<file path="config.mk">
export PLATFORM = sky130hd
export DESIGN_NAME = regfile_param_flat
export DESIGN_NICKNAME = d
export VERILOG_FILES = /design/src/rtl/regfile_param_if.sv /design/src/rtl/regfile_param.sv /design/src/flat_wrapper.sv
export SDC_FILE = /design/constraint.sdc
export NUM_CORES = 2
export LEC_CHECK = 0
export BUFFER_PORTS_ARGS = -buffer_cell sky130_fd_sc_hd__buf_2
export CAP_MARGIN = 5
export CORE_MARGIN = 3
export CORE_UTILIZATION = 40
export CTS_CLUSTER_SIZE = 28
export DETAILED_ROUTE_END_ITERATION = 8
export PLACE_DENSITY = 0.56
export SKIP_LAST_GASP = 1
export SLEW_MARGIN = 20
export SYNTH_ARGS = -nofsm -noshare
export SYNTH_HDL_FRONTEND = slang
export SYNTH_SLANG_ARGS = --single-unit
</file>
<file path="constraint.sdc">
create_clock -name clock -period 46.1 [get_ports clock]
set_input_delay 2.305 -clock clock [delete_from_list [all_inputs] [get_ports clock]]
set_output_delay 2.305 -clock clock [all_outputs]
set_load 0.01 [all_outputs]
</file>
<file path="src/rtl/regfile_param_if.sv">
// Register-file bus: CPU write port, N read ports, peripheral IO and scrub control.
interface regfile_param_if #(
  parameter int unsigned WIDTH    = 32,
  parameter int unsigned AW       = 5,
  parameter int unsigned NUM_READ = 2
);
  logic                         ctrl_writeEnable;
  logic [AW-1:0]                ctrl_writeReg;
  logic [WIDTH-1:0]             data_writeReg;
  logic [NUM_READ*AW-1:0]       ctrl_readReg;
  logic [NUM_READ*WIDTH-1:0]    data_readReg;
  logic                         io_in_valid;
  logic [WIDTH-1:0]             io_in_data;
  logic [WIDTH-1:0]             io_out;
  logic                         ctrl_scrub;
  logic                         scrub_busy;

  modport master (
    output ctrl_writeEnable, ctrl_writeReg, data_writeReg, ctrl_readReg,
    output io_in_valid, io_in_data, ctrl_scrub,
    input  data_readReg, io_out, scrub_busy
  );

  modport slave (
    input  ctrl_writeEnable, ctrl_writeReg, data_writeReg, ctrl_readReg,
    input  io_in_valid, io_in_data, ctrl_scrub,
    output data_readReg, io_out, scrub_busy
  );
endinterface

</file>
<file path="src/rtl/regfile_param.sv">
// Parametrised multi-read-port register file with a hardware-owned input
// register, a mirrored output register and a one-register-per-cycle scrubber.
// Optional feature: define BYPASS_EN for same-cycle write-to-read forwarding.
module regfile_param #(
  parameter int unsigned WIDTH      = 32,
  parameter int unsigned DEPTH      = 32,
  parameter int unsigned AW         = $clog2(DEPTH),
  parameter int unsigned NUM_READ   = 2,
  parameter int unsigned IO_IN_REG  = 20,
  parameter int unsigned IO_OUT_REG = 16
) (
  input  logic            clock,
  input  logic            ctrl_reset,
  regfile_param_if.slave  bus
);

  typedef enum logic {IDLE, SCRUB} state_e;

  logic [WIDTH-1:0] mem_q [DEPTH];
  logic [WIDTH-1:0] mem_d [DEPTH];
  state_e           state_q, state_d;
  logic [AW-1:0]    idx_q, idx_d;
  logic             busy_q, busy_d;
  logic             wr_acc_c;
  logic             io_acc_c;

  // Acceptance of CPU and peripheral writes this cycle
  always_comb begin
    wr_acc_c = bus.ctrl_writeEnable && !busy_q &&
               (bus.ctrl_writeReg != '0) &&
               (bus.ctrl_writeReg != AW'(IO_IN_REG));
    io_acc_c = bus.io_in_valid &&
               !((state_q == SCRUB) && (idx_q == AW'(IO_IN_REG)));
  end

  // Scrub sequencer next state: walk idx 1..DEPTH-1, one register per cycle
  always_comb begin
    state_d = state_q;
    idx_d   = idx_q;
    case (state_q)
      IDLE: begin
        if (bus.ctrl_scrub) begin
          state_d = SCRUB;
          idx_d   = AW'(1);
        end
      end
      SCRUB: begin
        if (idx_q == AW'(DEPTH - 1)) begin
          state_d = IDLE;
          idx_d   = '0;
        end else begin
          idx_d = idx_q + AW'(1);
        end
      end
      default: begin
        state_d = IDLE;
        idx_d   = '0;
      end
    endcase
    busy_d = (state_d == SCRUB);
  end

  // Register array next value; later assignments win: scrub > io_in > CPU
  always_comb begin
    mem_d = mem_q;
    if (wr_acc_c) mem_d[bus.ctrl_writeReg] = bus.data_writeReg;
    if (io_acc_c) mem_d[IO_IN_REG] = bus.io_in_data;
    if (state_q == SCRUB) mem_d[idx_q] = '0;
  end

  // State, index and storage flops with asynchronous clear
  always_ff @(posedge clock or posedge ctrl_reset) begin
    if (ctrl_reset) begin
      for (int unsigned i = 0; i < DEPTH; i++) mem_q[i] <= '0;
      state_q <= IDLE;
      idx_q   <= '0;
      busy_q  <= 1'b0;
    end else begin
      mem_q   <= mem_d;
      state_q <= state_d;
      idx_q   <= idx_d;
      busy_q  <= busy_d;
    end
  end

  for (genvar k = 0; k < NUM_READ; k++) begin : g_rd
    logic [AW-1:0]    addr_c;
    logic [WIDTH-1:0] data_c;

    // Combinational read port; address 0 is hard-wired to zero
    always_comb begin
      addr_c = bus.ctrl_readReg[k*AW +: AW];
      data_c = mem_q[addr_c];
`ifdef BYPASS_EN
      if (wr_acc_c && (addr_c == bus.ctrl_writeReg)) begin
        data_c = bus.data_writeReg;
      end else if (io_acc_c && (addr_c == AW'(IO_IN_REG))) begin
        data_c = bus.io_in_data;
      end
`endif
      if (addr_c == '0) data_c = '0;
    end

    assign bus.data_readReg[k*WIDTH +: WIDTH] = data_c;
  end

  assign bus.io_out     = mem_q[IO_OUT_REG];
  assign bus.scrub_busy = busy_q;

endmodule

</file>
<file path="src/flat_wrapper.sv">
// flat-port wrapper written by rule: the top's interface ports become plain ports
module regfile_param_flat 
#(
  parameter int unsigned WIDTH      = 32,
  parameter int unsigned DEPTH      = 32,
  parameter int unsigned AW         = $clog2(DEPTH),
  parameter int unsigned NUM_READ   = 2,
  parameter int unsigned IO_IN_REG  = 20,
  parameter int unsigned IO_OUT_REG = 16
)
  (clock, ctrl_reset, bus_ctrl_writeEnable, bus_ctrl_writeReg, bus_data_writeReg, bus_ctrl_readReg, bus_io_in_valid, bus_io_in_data, bus_ctrl_scrub, bus_data_readReg, bus_io_out, bus_scrub_busy);
  regfile_param_if #(.WIDTH(WIDTH), .AW(AW), .NUM_READ(NUM_READ)) bus_i ();
  input  logic clock;
  input  logic ctrl_reset;
  input wire logic [$bits(bus_i.ctrl_writeEnable)-1:0] bus_ctrl_writeEnable;
  input wire logic [$bits(bus_i.ctrl_writeReg)-1:0] bus_ctrl_writeReg;
  input wire logic [$bits(bus_i.data_writeReg)-1:0] bus_data_writeReg;
  input wire logic [$bits(bus_i.ctrl_readReg)-1:0] bus_ctrl_readReg;
  input wire logic [$bits(bus_i.io_in_valid)-1:0] bus_io_in_valid;
  input wire logic [$bits(bus_i.io_in_data)-1:0] bus_io_in_data;
  input wire logic [$bits(bus_i.ctrl_scrub)-1:0] bus_ctrl_scrub;
  output wire logic [$bits(bus_i.data_readReg)-1:0] bus_data_readReg;
  output wire logic [$bits(bus_i.io_out)-1:0] bus_io_out;
  output wire logic [$bits(bus_i.scrub_busy)-1:0] bus_scrub_busy;
  assign bus_i.ctrl_writeEnable = bus_ctrl_writeEnable;
  assign bus_i.ctrl_writeReg = bus_ctrl_writeReg;
  assign bus_i.data_writeReg = bus_data_writeReg;
  assign bus_i.ctrl_readReg = bus_ctrl_readReg;
  assign bus_i.io_in_valid = bus_io_in_valid;
  assign bus_i.io_in_data = bus_io_in_data;
  assign bus_i.ctrl_scrub = bus_ctrl_scrub;
  assign bus_data_readReg = bus_i.data_readReg;
  assign bus_io_out = bus_i.io_out;
  assign bus_scrub_busy = bus_i.scrub_busy;
  regfile_param #(.WIDTH(WIDTH), .DEPTH(DEPTH), .AW(AW), .NUM_READ(NUM_READ), .IO_IN_REG(IO_IN_REG), .IO_OUT_REG(IO_OUT_REG)) u_core (.clock(clock), .ctrl_reset(ctrl_reset), .bus(bus_i));
endmodule
</file>
==> run_results.csv <==
group,metric,value,unit
sta,finalHoldViolations,0,
yosys,synth_top_family_by_area,"multiplexers",
yosys,ys.flop_type,"dfrtp_1",
critical_path,endpoint_kind,"output pin",
clocking,cts_buffer_depth,3,
route,maxUsedRoutingLayer,"met5",
status,status,"complete, no violations",
die,floorplan.die_area,150000,µm²
critical_path,cpPeakStageDelay,860,ps
global_routing,grt_antenna_before_repair,10,
min_path,worst_hold_path_type,"register to register",
route,drt-pass1-iter-count,6,
global_routing,grt_usage,0.327,
sta,slew_headroom,0.170,
clocking,cts_tree,"built",
finish,final_area,63800,µm²
route,drc,0,
critical_path,path_buf_inv,5,
finish,layout_commonest_cell,"nand2_1",
global_routing,grt-ovfl-total,0,
critical_path,crit_family,"buffers and inverters",
clocking,cts_setup_buffers,0,
clocking,h-tree-depth,3,
critical_path,worst_ep_arrival_time,7640,ps
critical_path,setup.worst_path.start_class,"primary input",
global_routing,grt_pass1_wl,360000,µm
clocking,clk_latency,760,ps
yosys,ys_types,51,
yosys,avgSynthCellArea,9.53,µm²
route,wl,251000,µm
route,drt-initial-drc-count,7324,
yosys,synth_seq_area_share,0.443,
sta,fin_crit_sh,0.216,
critical_path,criticalPathCategory,"primary input to output pin",
finish,nets,5956,
placement,dpl.cell_count,7649,
clocking,clkTransAtPathRegs,60,ps
clocking,cts_resized,0,
finish,area_growth,9.64,%
sta,fmax,101,MHz
critical_path,worstPathCellList,"buf_8, buf_4, buf_4, buf_4, mux4_1, mux2_2, a221oi_1, a211oi_1, buf_2",
route,vias,50844,
die,start_util,0.404,
finish,layout-drive-gt1-share,0.161,
placement,hpwl,147000,µm
sta,hold_slack,514,ps
yosys,synthAdderAreaFrac,0.00108,
yosys,yosys.area_share.simple,0.156,
yosys,ys_warn_count,0,
yosys,muxShareOfSynthArea,0.213,
critical_path,cp_slowest_cell,"buf_4",
global_routing,grt_max_degree,153,
global_routing,grt_pass1_vias,49131,
placement,portBuffers,180,
placement,place_congestion,0.913,
sta,skew,28.7,ps
critical_path,crit_top_cell,"buf_4",
route,drtAntennaViolNets,0,
clocking,clkSinkCount,1030,
sta,min_period,9940,ps
yosys,synth_xor_area_frac,0.000301,
yosys,synth-edff-count,0,
flow_run,cap_violations,0,
sta,worstMarginPinSlew,1250,ps
die,die_w,387,µm
yosys,synth_fp_nets,6196,
die,placementRows,139,
yosys,synth-seq-cells,1030,
finish,final-instance-count-excl-fill,7872,
sta,slew_viol_final,0,
yosys,synth-compound-area-share,0.132,
route,vias_per_cell,6.46,
die,coreArea,144000,µm²
route,met2_length,109000,µm
power,leakagePower,27.1,nW
yosys,syn_inst,6107,
power,p_per_area,42.8,nW/µm²
clocking,numCtsBuffers,114,
sta,rsz0062_at_grt,"no",
sta,fin_tns_setup,0,ps
clocking,root_buffer,"clkbuf_16",
die,ioPinCount,181,
clocking,hold_buffers,0,
yosys,syn_area,58200,µm²
critical_path,cp_max_fo,75,
sta,setup_viol,0,
finish,final_cell_mix,"nand2_1 (2015), dfrtp_1 (1030), a21oi_1 (992), mux2i_1 (352), mux4_2 (290)",
placement,postPlaceCellArea,59800,µm²
die,die_h,387,µm
route,wl_per_cell,31.9,µm
power,ir_worst_vdd,0.0304,mV
critical_path,required,43790,ps
route,met3WireLength,31500,µm
route,wl_met1,98000,µm
yosys,ys_async_sr_fraction,1.00,
[cell type report]
class / count / area (µm²)
clock inverters: 33 / 368
multi-input cells: 4399 / 29700
clock buffers: 180 / 3530
repair buffers: 314 / 2000
well taps: 1903 / 2380
diodes: 5 / 12.5
flip-flops and latches: 1030 / 25800
inverters: 8 / 38.8
fillers: 13672 / 80200
[per-layer routing]
| layer | vias to the layer above | global-route usage |
|---|---|---|
| met4 | 6 | 0.154 |
| met5 | - | 0 |
| met1 | 25705 | 0.435 |
| met2 | 3499 | 0.481 |
| met3 | 739 | 0.107 |
| li1 | 20895 | - |
[power by group]
group          internal, mW  total, mW  switching [mW]
sequential             1.04       1.18           0.132
clock                 0.556      0.964           0.407
combinational         0.230      0.590           0.360
total                  1.83       2.73           0.899
[worst paths after layout]
kind / start / to / slack (ps) / cells after the start
max: bus_ctrl_readReg[0] / bus_data_readReg[8] / 36160 / 9
min: u_core.mem_q[1012] / u_core.mem_q[1012] / 510 / 1
max reg2reg: u_core.state_q / u_core.bus.io_out[13] / 42950 / 4
min reg2reg: u_core.mem_q[1012] / u_core.mem_q[1012] / 510 / 1
max in group asynchronous: ctrl_reset / u_core.mem_q[880] / 39740 / 7
min in group asynchronous: ctrl_reset / u_core.mem_q[250] / 1660 / 2
[synthesized netlist by cell type, types with 46 or more instances]
| master | count | area (µm²) |
|---|---|---|
| nand2_1 | 2015 | 7560 |
| dfrtp_1 | 1030 | 25800 |
| a21oi_1 | 992 | 4960 |
| clkbuf_1 | 402 | 1510 |
| mux2i_1 | 352 | 3520 |
| mux4_2 | 290 | 6530 |
| buf_2 | 163 | 816 |
| buf_4 | 81 | 608 |
| nor2_1 | 74 | 278 |
| a211oi_1 | 64 | 480 |
| a22oi_1 | 64 | 480 |
| mux2_2 | 64 | 721 |
| o221ai_1 | 64 | 561 |
| mux4_1 | 62 | 1630 |
| a221oi_1 | 56 | 490 |
| o21ai_0 | 46 | 230 |
[kinds of logic after synthesis]
kind of cell / after synthesis
and+or+nand+nor: 2280
AOI/OAI and AO/OA: 1344
DFF: 1030
muxes: 768
buffers and inverters: 678
adders and majority gates: 5
xor gates and xnor gates: 2
[through the flow]
step                       util  power (mW)  setup WS (ps)
after floorplan               -        1.53          14810
after global placement    0.415        1.74          36390
after detailed placement  0.415        1.76          36300
after CTS                 0.443        2.72          36330
after global routing      0.443        2.83          35980
final                     0.443        2.73          36160
[flip-flops by register name, summed over array words and instances, names as in the netlist]
signal and count:
u_core.state_q 1, u_core.idx_q 5, u_core.bus.io_out 32, u_core.mem_q 992
[worst register-to-register path: stages (launching register included)]
cell and delay, ps:
dfrtp_1 930, nand3_1 490, nor3_2 900, buf_4 570, a21oi_1 110
Note: power is estimated with default switching activity, not from simulation.
